===== src/rtl/bist_response_analyzer_pkg.sv =====
// rtl/bist_response_analyzer_pkg.sv - shared mode encodings and FSM states for the BIST response path
package bist_response_analyzer_pkg;

  // Generator modes as driven by the BIST control path
  localparam logic [1:0] MODE_IDLE    = 2'b00;
  localparam logic [1:0] MODE_RING    = 2'b01;
  localparam logic [1:0] MODE_JOHNSON = 2'b10;
  localparam logic [1:0] MODE_LFSR    = 2'b11;

  // Response analyzer run states
  typedef enum logic [1:0] {
    ST_IDLE    = 2'd0,
    ST_COMPACT = 2'd1,
    ST_COMPARE = 2'd2,
    ST_DONE    = 2'd3
  } state_t;

  // Only a real generator mode may launch a run
  function automatic logic is_run_mode(input logic [1:0] mode);
    return mode != MODE_IDLE;
  endfunction

endpackage


===== src/rtl/bist_misr.sv =====
// rtl/bist_misr.sv - multiple-input signature register with synchronous seed load
module bist_misr #(
  parameter int              WIDTH = 16,
  parameter logic [WIDTH-1:0] POLY  = 16'hB400
) (
  input  logic             clk,
  input  logic             rst,
  input  logic             load,
  input  logic [WIDTH-1:0] seed,
  input  logic             en,
  input  logic [WIDTH-1:0] d,
  output logic [WIDTH-1:0] sig
);

  logic [WIDTH-1:0] r_sig;
  logic             w_feedback;

  assign w_feedback = ^(r_sig & POLY);
  assign sig        = r_sig;

  // Seed load takes priority over compaction so a pattern arriving with start is dropped
  always_ff @(posedge clk or negedge rst) begin
    if (!rst) begin
      r_sig <= '0;
    end else if (load) begin
      r_sig <= seed;
    end else if (en) begin
      r_sig <= {r_sig[WIDTH-2:0], w_feedback} ^ d;
    end
  end

endmodule


===== src/rtl/bist_response_analyzer.sv =====
// rtl/bist_response_analyzer.sv - compacts the BIST pattern stream and checks it against a per-mode golden signature
module bist_response_analyzer
  import bist_response_analyzer_pkg::*;
#(
  parameter int               WIDTH          = 16,
  parameter int               PATTERN_COUNT  = 16,
  parameter logic [WIDTH-1:0] POLY           = 16'hB400,
  parameter logic [WIDTH-1:0] SEED           = 16'h0000,
  parameter logic [WIDTH-1:0] GOLDEN_RING    = 16'h0000,
  parameter logic [WIDTH-1:0] GOLDEN_JOHNSON = 16'h0000,
  parameter logic [WIDTH-1:0] GOLDEN_LFSR    = 16'h0000
) (
  input  logic             clk,
  input  logic             rst,
  input  logic             start,
  input  logic [1:0]       mode,
  input  logic             pat_valid,
  input  logic [WIDTH-1:0] pat_in,
  output logic             busy,
  output logic             done,
  output logic             pass,
  output logic             fail,
  output logic [WIDTH-1:0] signature,
  output logic [7:0]       pat_cnt
);

  if (PATTERN_COUNT < 1 || PATTERN_COUNT > 255) begin : g_bad_pattern_count
    $error("PATTERN_COUNT must lie in 1..255 to fit the 8-bit pattern counter");
  end

  localparam logic [7:0] LAST_CNT = 8'(PATTERN_COUNT - 1);

  state_t           r_state;
  state_t           w_next_state;
  logic [1:0]       r_mode;
  logic [7:0]       r_pat_cnt;
  logic             r_pass;
  logic             r_fail;
  logic             w_start_ok;
  logic             w_compact;
  logic             w_last;
  logic             w_match;
  logic [WIDTH-1:0] w_golden;
  logic [WIDTH-1:0] w_sig;

  assign w_start_ok = start && is_run_mode(mode) && (r_state == ST_IDLE || r_state == ST_DONE);
  assign w_compact  = (r_state == ST_COMPACT) && pat_valid;
  assign w_last     = w_compact && (r_pat_cnt == LAST_CNT);
  assign w_match    = (w_sig == w_golden);

  bist_misr #(
    .WIDTH (WIDTH),
    .POLY  (POLY)
  ) u_misr (
    .clk  (clk),
    .rst  (rst),
    .load (w_start_ok),
    .seed (SEED),
    .en   (w_compact),
    .d    (pat_in),
    .sig  (w_sig)
  );

  // State register
  always_ff @(posedge clk or negedge rst) begin
    if (!rst) r_state <= ST_IDLE;
    else      r_state <= w_next_state;
  end

  // Next-state: starts only from rest states, COMPARE lasts exactly one cycle
  always_comb begin
    w_next_state = r_state;
    case (r_state)
      ST_IDLE:    if (w_start_ok) w_next_state = ST_COMPACT;
      ST_COMPACT: if (w_last)     w_next_state = ST_COMPARE;
      ST_COMPARE:                 w_next_state = ST_DONE;
      ST_DONE:    if (w_start_ok) w_next_state = ST_COMPACT;
      default:                    w_next_state = ST_IDLE;
    endcase
  end

  // Status outputs decoded from state
  always_comb begin
    busy = 1'b0;
    done = 1'b0;
    case (r_state)
      ST_COMPACT, ST_COMPARE: busy = 1'b1;
      ST_DONE:                done = 1'b1;
      default: ;
    endcase
  end

  // Pattern counter and mode latch; mode is captured only on an accepted start
  always_ff @(posedge clk or negedge rst) begin
    if (!rst) begin
      r_pat_cnt <= '0;
      r_mode    <= MODE_IDLE;
    end else if (w_start_ok) begin
      r_pat_cnt <= '0;
      r_mode    <= mode;
    end else if (w_compact) begin
      r_pat_cnt <= r_pat_cnt + 8'd1;
    end
  end

  // Golden signature for the mode the run was launched with
  always_comb begin
    w_golden = GOLDEN_RING;
    case (r_mode)
      MODE_RING:    w_golden = GOLDEN_RING;
      MODE_JOHNSON: w_golden = GOLDEN_JOHNSON;
      MODE_LFSR:    w_golden = GOLDEN_LFSR;
      default:      w_golden = GOLDEN_RING;
    endcase
  end

  // Verdict is captured in COMPARE and held through DONE until the next run starts
  always_ff @(posedge clk or negedge rst) begin
    if (!rst) begin
      r_pass <= 1'b0;
      r_fail <= 1'b0;
    end else if (w_start_ok) begin
      r_pass <= 1'b0;
      r_fail <= 1'b0;
    end else if (r_state == ST_COMPARE) begin
      r_pass <= w_match;
      r_fail <= ~w_match;
    end
  end

  assign pass      = r_pass;
  assign fail      = r_fail;
  assign signature = w_sig;
  assign pat_cnt   = r_pat_cnt;

endmodule


===== config.mk =====
export PLATFORM = sky130hd
export DESIGN_NAME = bist_response_analyzer
export DESIGN_NICKNAME = d
export VERILOG_FILES = /design/src/rtl/bist_response_analyzer_pkg.sv /design/src/rtl/bist_misr.sv /design/src/rtl/bist_response_analyzer.sv
export SDC_FILE = /design/constraint.sdc
export NUM_CORES = 1
export LEC_CHECK = 0
export ABC_AREA = 1
export CAP_MARGIN = 20
export CORE_MARGIN = 1
export CORE_UTILIZATION = 35
export CTS_BUF_LIST = sky130_fd_sc_hd__clkbuf_16
export CTS_CLUSTER_DIAMETER = 50
export DETAILED_ROUTE_END_ITERATION = 12
export MAX_ROUTING_LAYER = met4
export SLEW_MARGIN = 25
export SYNTH_ARGS = -nofsm -noshare
export SYNTH_HDL_FRONTEND = slang
export SYNTH_SLANG_ARGS = --single-unit

===== constraint.sdc =====
create_clock -name clk -period 1.67 [get_ports clk]
set_input_delay 0.167 -clock clk [delete_from_list [all_inputs] [get_ports clk]]
set_output_delay 0.167 -clock clk [all_outputs]
set_load 0.01 [all_outputs]

==> After elaboration in Yosys (flattened, before gate mapping) <==
Cells that the tools add are included.
{ "totals": {"out_inout_bits": 28, "reg_bits": 28, "in_bits": 22} }
{ "op_classes": {"n_reduce_logical": 14, "n_bitwise": 2, "add_sub_neg": 1, "muxes": 13, "eq_ne": 6} }
{ "op_table": {"columns": ["cell", "count"], "rows": [
  ["$mux 16", 2],
  ["$logic_not 16->1", 1],
  ["$mux 8", 2],
  ["$reduce_xor 16->1", 1],
  ["$xor 16x16->16", 1],
  ["$add 8x1->8 const B", 1],
  ["$eq 8x4->1 const B", 1],
  ["$mux 1", 6],
  ["$pmux 2 s3", 1],
  ["$reduce_bool 2->1", 3],
  ["$eq 2x2->1 const B", 2],
  ["$logic_and 1x1->1", 4],
  ["$mux 2", 2],
  ["$reduce_or 2->1", 2],
  ["$eq 2x1->1 const B", 1],
  ["$logic_not 2->1", 1],
  ["$ne 2x1->1 const B", 1],
  ["$ne 2x2->1 const B", 1],
  ["$reduce_and 2->1", 1],
  ["$logic_or 1x1->1", 1],
  ["$not 1->1", 1]
]} }

==> Logic depth before layout (Yosys ltp) <==
{ "depth": {"depth_word": 5, "mapped_depth": 9, "depth_no_buf": 9} }

==> Cells and area by module <==
A second synthesis with hierarchy kept.
{ "unflattened": {"cells_unflattened": 208, "hier_area_um2": 1725.4} }
{ "by_module_without_submodules": {"columns": ["mod", "cells_per_inst", "area_per_inst_um2", "seq_area_each_um2", "n_inst"], "rows": [
  ["bist_misr", 103, 972.2, 400.4, 1],
  ["bist_response_analyzer", 105, 753.2, 300.3, 1]
]} }

==> Worst setup path after synthesis <==
OpenSTA, ideal clock, no wires.
{ "synth_timing": {"kind": "register to register", "startpoint": "register r_state[0]", "endpoint": "register u_misr.r_sig[13], in the netlist u_misr.sig[13]", "path_slack_ns": 0.307, "path_stages_with_launch": 8, "arrival_time_ns": 1.237, "path_cell_list": "dfrtp_1 -> inv_1 -> ha_1 -> nand3_2 -> buf_6 -> nand2_4 -> buf_6 -> o22ai_2"} }
{ "synth_via": {"elab_chain_len": 4, "elab_cells_between_ends": 8} }
{ "synth_rtl": {"columns": ["item", "line", "text"], "rows": [
  ["start: declaration", "bist_response_analyzer.sv:33", "state_t r_state;"],
  ["start signal: assignment", "bist_response_analyzer.sv:67", "else r_state <= w_next_state;"],
  ["$eq 2x2->1 or $logic_not 2->1 (tied branches)", "bist_response_analyzer.sv:46", "assign w_start_ok = start && is_run_mode(mode) && (r_state == ST_IDLE || r_state == ST_DONE);"],
  ["$logic_or 1x1->1", "bist_response_analyzer.sv:46", null],
  ["$logic_and 1x1->1", "bist_response_analyzer.sv:46", null],
  ["$mux 16 or $reduce_bool 2->1 (tied branches)", null, null],
  ["end signal: assignment", "bist_misr.sv:28", "r_sig <= {r_sig[WIDTH-2:0], w_feedback} ^ d;"],
  ["end: declaration", "bist_misr.sv:15", "logic [WIDTH-1:0] r_sig;"]
]} }
Parallel ways exist; a longest one is shown, timed or not.
A chain may end at the register's enable or synchronous reset.

==> Final worst setup path <==
{ "layout_timing": {"startpoint": "register r_state[0]", "endpoint": "output port done"} }
{ "layout_via": {"elab_chain_len": 2} }
{ "layout_rtl": {"columns": ["item", "line", "text"], "rows": [
  ["$eq 2x2->1", "bist_response_analyzer.sv:86", "case (r_state)"],
  ["$mux 1", "bist_response_analyzer.sv:86", null],
  ["end: declaration", "bist_response_analyzer.sv:20", "output logic done,"]
]} }
No other way between the ends.

==> results.toml <==
[status]
status = "finished, final reports clean"

[clock_network]
cts_buffers = 3
hold_buffers = 0
clkSinkCount = 28
clock_latency_ps = 260
h-tree-depth = 1
cts-root-buf = "clkbuf_16"
clk_pin_slew_ps = 70
cts_tree = "built"
cts_buffer_depth = 2

[synth]
synth-simple-area-share_pct = 20.80
syn-cell-area_um2 = 1588
yosysSeqAreaShare_pct = 44.13
syn_inst = 183
synth_compound_gate_area_share_pct = 11.66
synth_fa_ha_area_share_pct = 3.940
synth_xor_area_share_pct = 10.48
ys_warn_count = 0
ys_ff_latch = 28
synthMuxAreaShare_pct = 0
synth_top_family_by_area = "simple AND/OR/NAND/NOR gates"
synthDistinctLibCells = 21
syn_avg_cell_area_um2 = 8.676
syn-num-nets = 210

[worst_setup_path]
crit_path_top_delay_cell = "clkdlybuf4s50_1"
crit_fanout = 3
start_kind = "flop"
cp.required_ps = 1500
timing.rr.end = "r_state[1]"
critPathMaxStageDelay_ps = 470
rrSetupSlack_ps = 130
timing.rr.start = "r_state[1]"
cp-end-kind = "primary output"
worstPathArrival_ps = 1440
path_cells = "buf_4 -> ha_1 -> clkdlybuf4s50_1"
reg2regPathDepth = 9
path_class = "reg -> out"

[route]
route.met2.wl_mm = 1.587
top_layer = "met4"
num_vias = 1321
drt_drc_violations_left = 0
finalWirelength_mm = 3.447
antenna_left = 0
wl_met1_mm = 1.686
drt_iter0_drc = 29
routedWlPerCell_um = 11.89
dr.pass1.iters = 4
wl_met3_um = 165
via_per_inst = 4.555

[sta]
period_needed_ps = 1611
finalHoldViolCount = 0
setup_tns_ps = 0
worst_pin_slew_ps = 365.7
timing.final.ws_setup_ps = 59.28
rsz0062_at_grt = "false"
clock_skew_ps = 2.985
slew_headroom_pct = 75.62
fmax_ghz = 0.6208
layout_worst_path_cycle_share_pct = 96.45
drv_slew = 0
setup_violations = 0

[placed_design]
gp_congestion = 0.8434
numPortBuffers = 49
hpwlAfterDp_mm = 2.536
dp_worst_setup_slack_ps = 131.2

[job]
drv_cap = 0

[die]
start_util_pct = 36.47
boundaryPins = 50
core_um2 = 4354
die_y_um = 69.36
rows = 24
die_w_um = 69.36
dieArea_um2 = 4810

[grt]
grtUsageTotal_pct = 15.94
gr-total-overflow = 0
antenna_found_initial = 0
grt_max_degree = 29
grt_pass1_vias = 1335
grt_first_pass_wirelength_mm = 6.072

[final_layout]
num-nets-final = 266
layout_common_cells = "48 x clkdlybuf4s50_1, 47 x nand2_1, 28 x dfrtp_1, 27 x inv_1, 17 x xnor2_1"
diodes = 0
drive_gt1_share_pct = 12.61
syn2layout_area_growth_pct = 44.13
final_common_cell = "clkdlybuf4s50_1"

[min_path]
min_path_type = "in -> async"

[power_and_ir_drop]
irDropWorstVdd_mv = 0.8911
leakage_nw = 1.043
power_density_nw_per_um2 = 1653
## registers in the layout, indices dropped and copies added, names as in the netlist
register    flops
pat_cnt         8
r_state         2
u_misr.sig     16
pass            1
fail            1
## metrics by stage
stage / instance area [µm²] / util [%] / cells / power, W / hold slack (ps)
after global routing: 2288 / 52.56 / 290 / 0.004062 / 314.4
after floorplan: 1588 / - / 183 / 0.002268 / -128.6
after global placement: 2165 / 49.71 / 285 / 0.003033 / 473.6
final: 2288 / 52.56 / 290 / 0.003783 / 284.0
after detailed placement: 2165 / 49.71 / 285 / 0.003050 / 468.1
after CTS: 2288 / 52.56 / 290 / 0.003811 / 304.0
## kinds of logic after synthesis
kind of cell    after synthesis
xor+xnor                     19
buf+inv                      32
compound gates               22
fa+ha+maj                     5
simple gates                 77
flops                        28
## per-layer routing
layer / vias up / GRT usage, %
li1: 677 / -
met4: 0 / 1.361
met5: - / -
met2: 33 / 26.00
met1: 609 / 20.77
met3: 2 / 4.215
## layout make-up
cell class	instances	area (µm²)
fill	432	2066
tap	52	65.06
timing repair buffer	54	551.8
clock buffer	3	75.07
multi-input combinational	123	757.0
inverter	29	108.9
sequential	28	700.7
clock inverter	1	30.03
## repair_timing
item | CTS | global route
endpoints found under the hold margin | 0 | 0
buffers inserted | 1 | 0
gates resized for setup | 2 | 0
endpoints found under the setup margin | 1 | 0
## worst max-delay path by stage
| stage | startpoint | end | slack [ps] | depth (start not counted) |
|---|---|---|---|---|
| after global placement | r_state[0] | busy | 150 | 4 |
| after floorplan | r_state[0] | u_misr.sig[13] | 310 | 7 |
| after CTS | r_state[0] | done | 60 | 3 |
| final | r_state[0] | done | 60 | 3 |
| after detailed placement | r_state[0] | u_misr.sig[7] | 130 | 6 |
| after global routing | r_state[0] | done | 20 | 3 |
## power by group
part | switching (W) | internal (W) | total, W
sequential | 0.000235 | 0.000893 | 0.00113
clock | 0.000239 | 0.000478 | 0.000717
combinational | 0.000926 | 0.00101 | 0.00194
total | 0.00140 | 0.00238 | 0.00378
## synthesized netlist by cell type
master | count | share of area [%]
a21oi_1 | 1 | 0.31
buf_6 | 3 | 2.1
dfrtp_1 | 28 | 44
ha_1 | 5 | 3.9
inv_1 | 27 | 6.4
inv_2 | 2 | 0.47
nand2_1 | 47 | 11
nand2_2 | 3 | 1.2
nand2_4 | 1 | 0.71
nand3_1 | 9 | 2.8
nand3_2 | 1 | 0.63
nand4_1 | 1 | 0.39
nor2_1 | 12 | 2.8
nor2_2 | 2 | 0.79
nor3_1 | 1 | 0.31
o21ai_0 | 9 | 2.8
o21ai_1 | 1 | 0.31
o21ai_2 | 2 | 1.1
o22ai_2 | 9 | 7.1
xnor2_1 | 17 | 9.4
xor2_1 | 2 | 1.1
## worst max-delay path: cells and delay by family (launching register included)
family | cells | cell delay, ps
fa+ha+maj | 1 | 190
flops | 1 | 380
buf+inv | 2 | 610
Power figures use the tool's default switching activity.
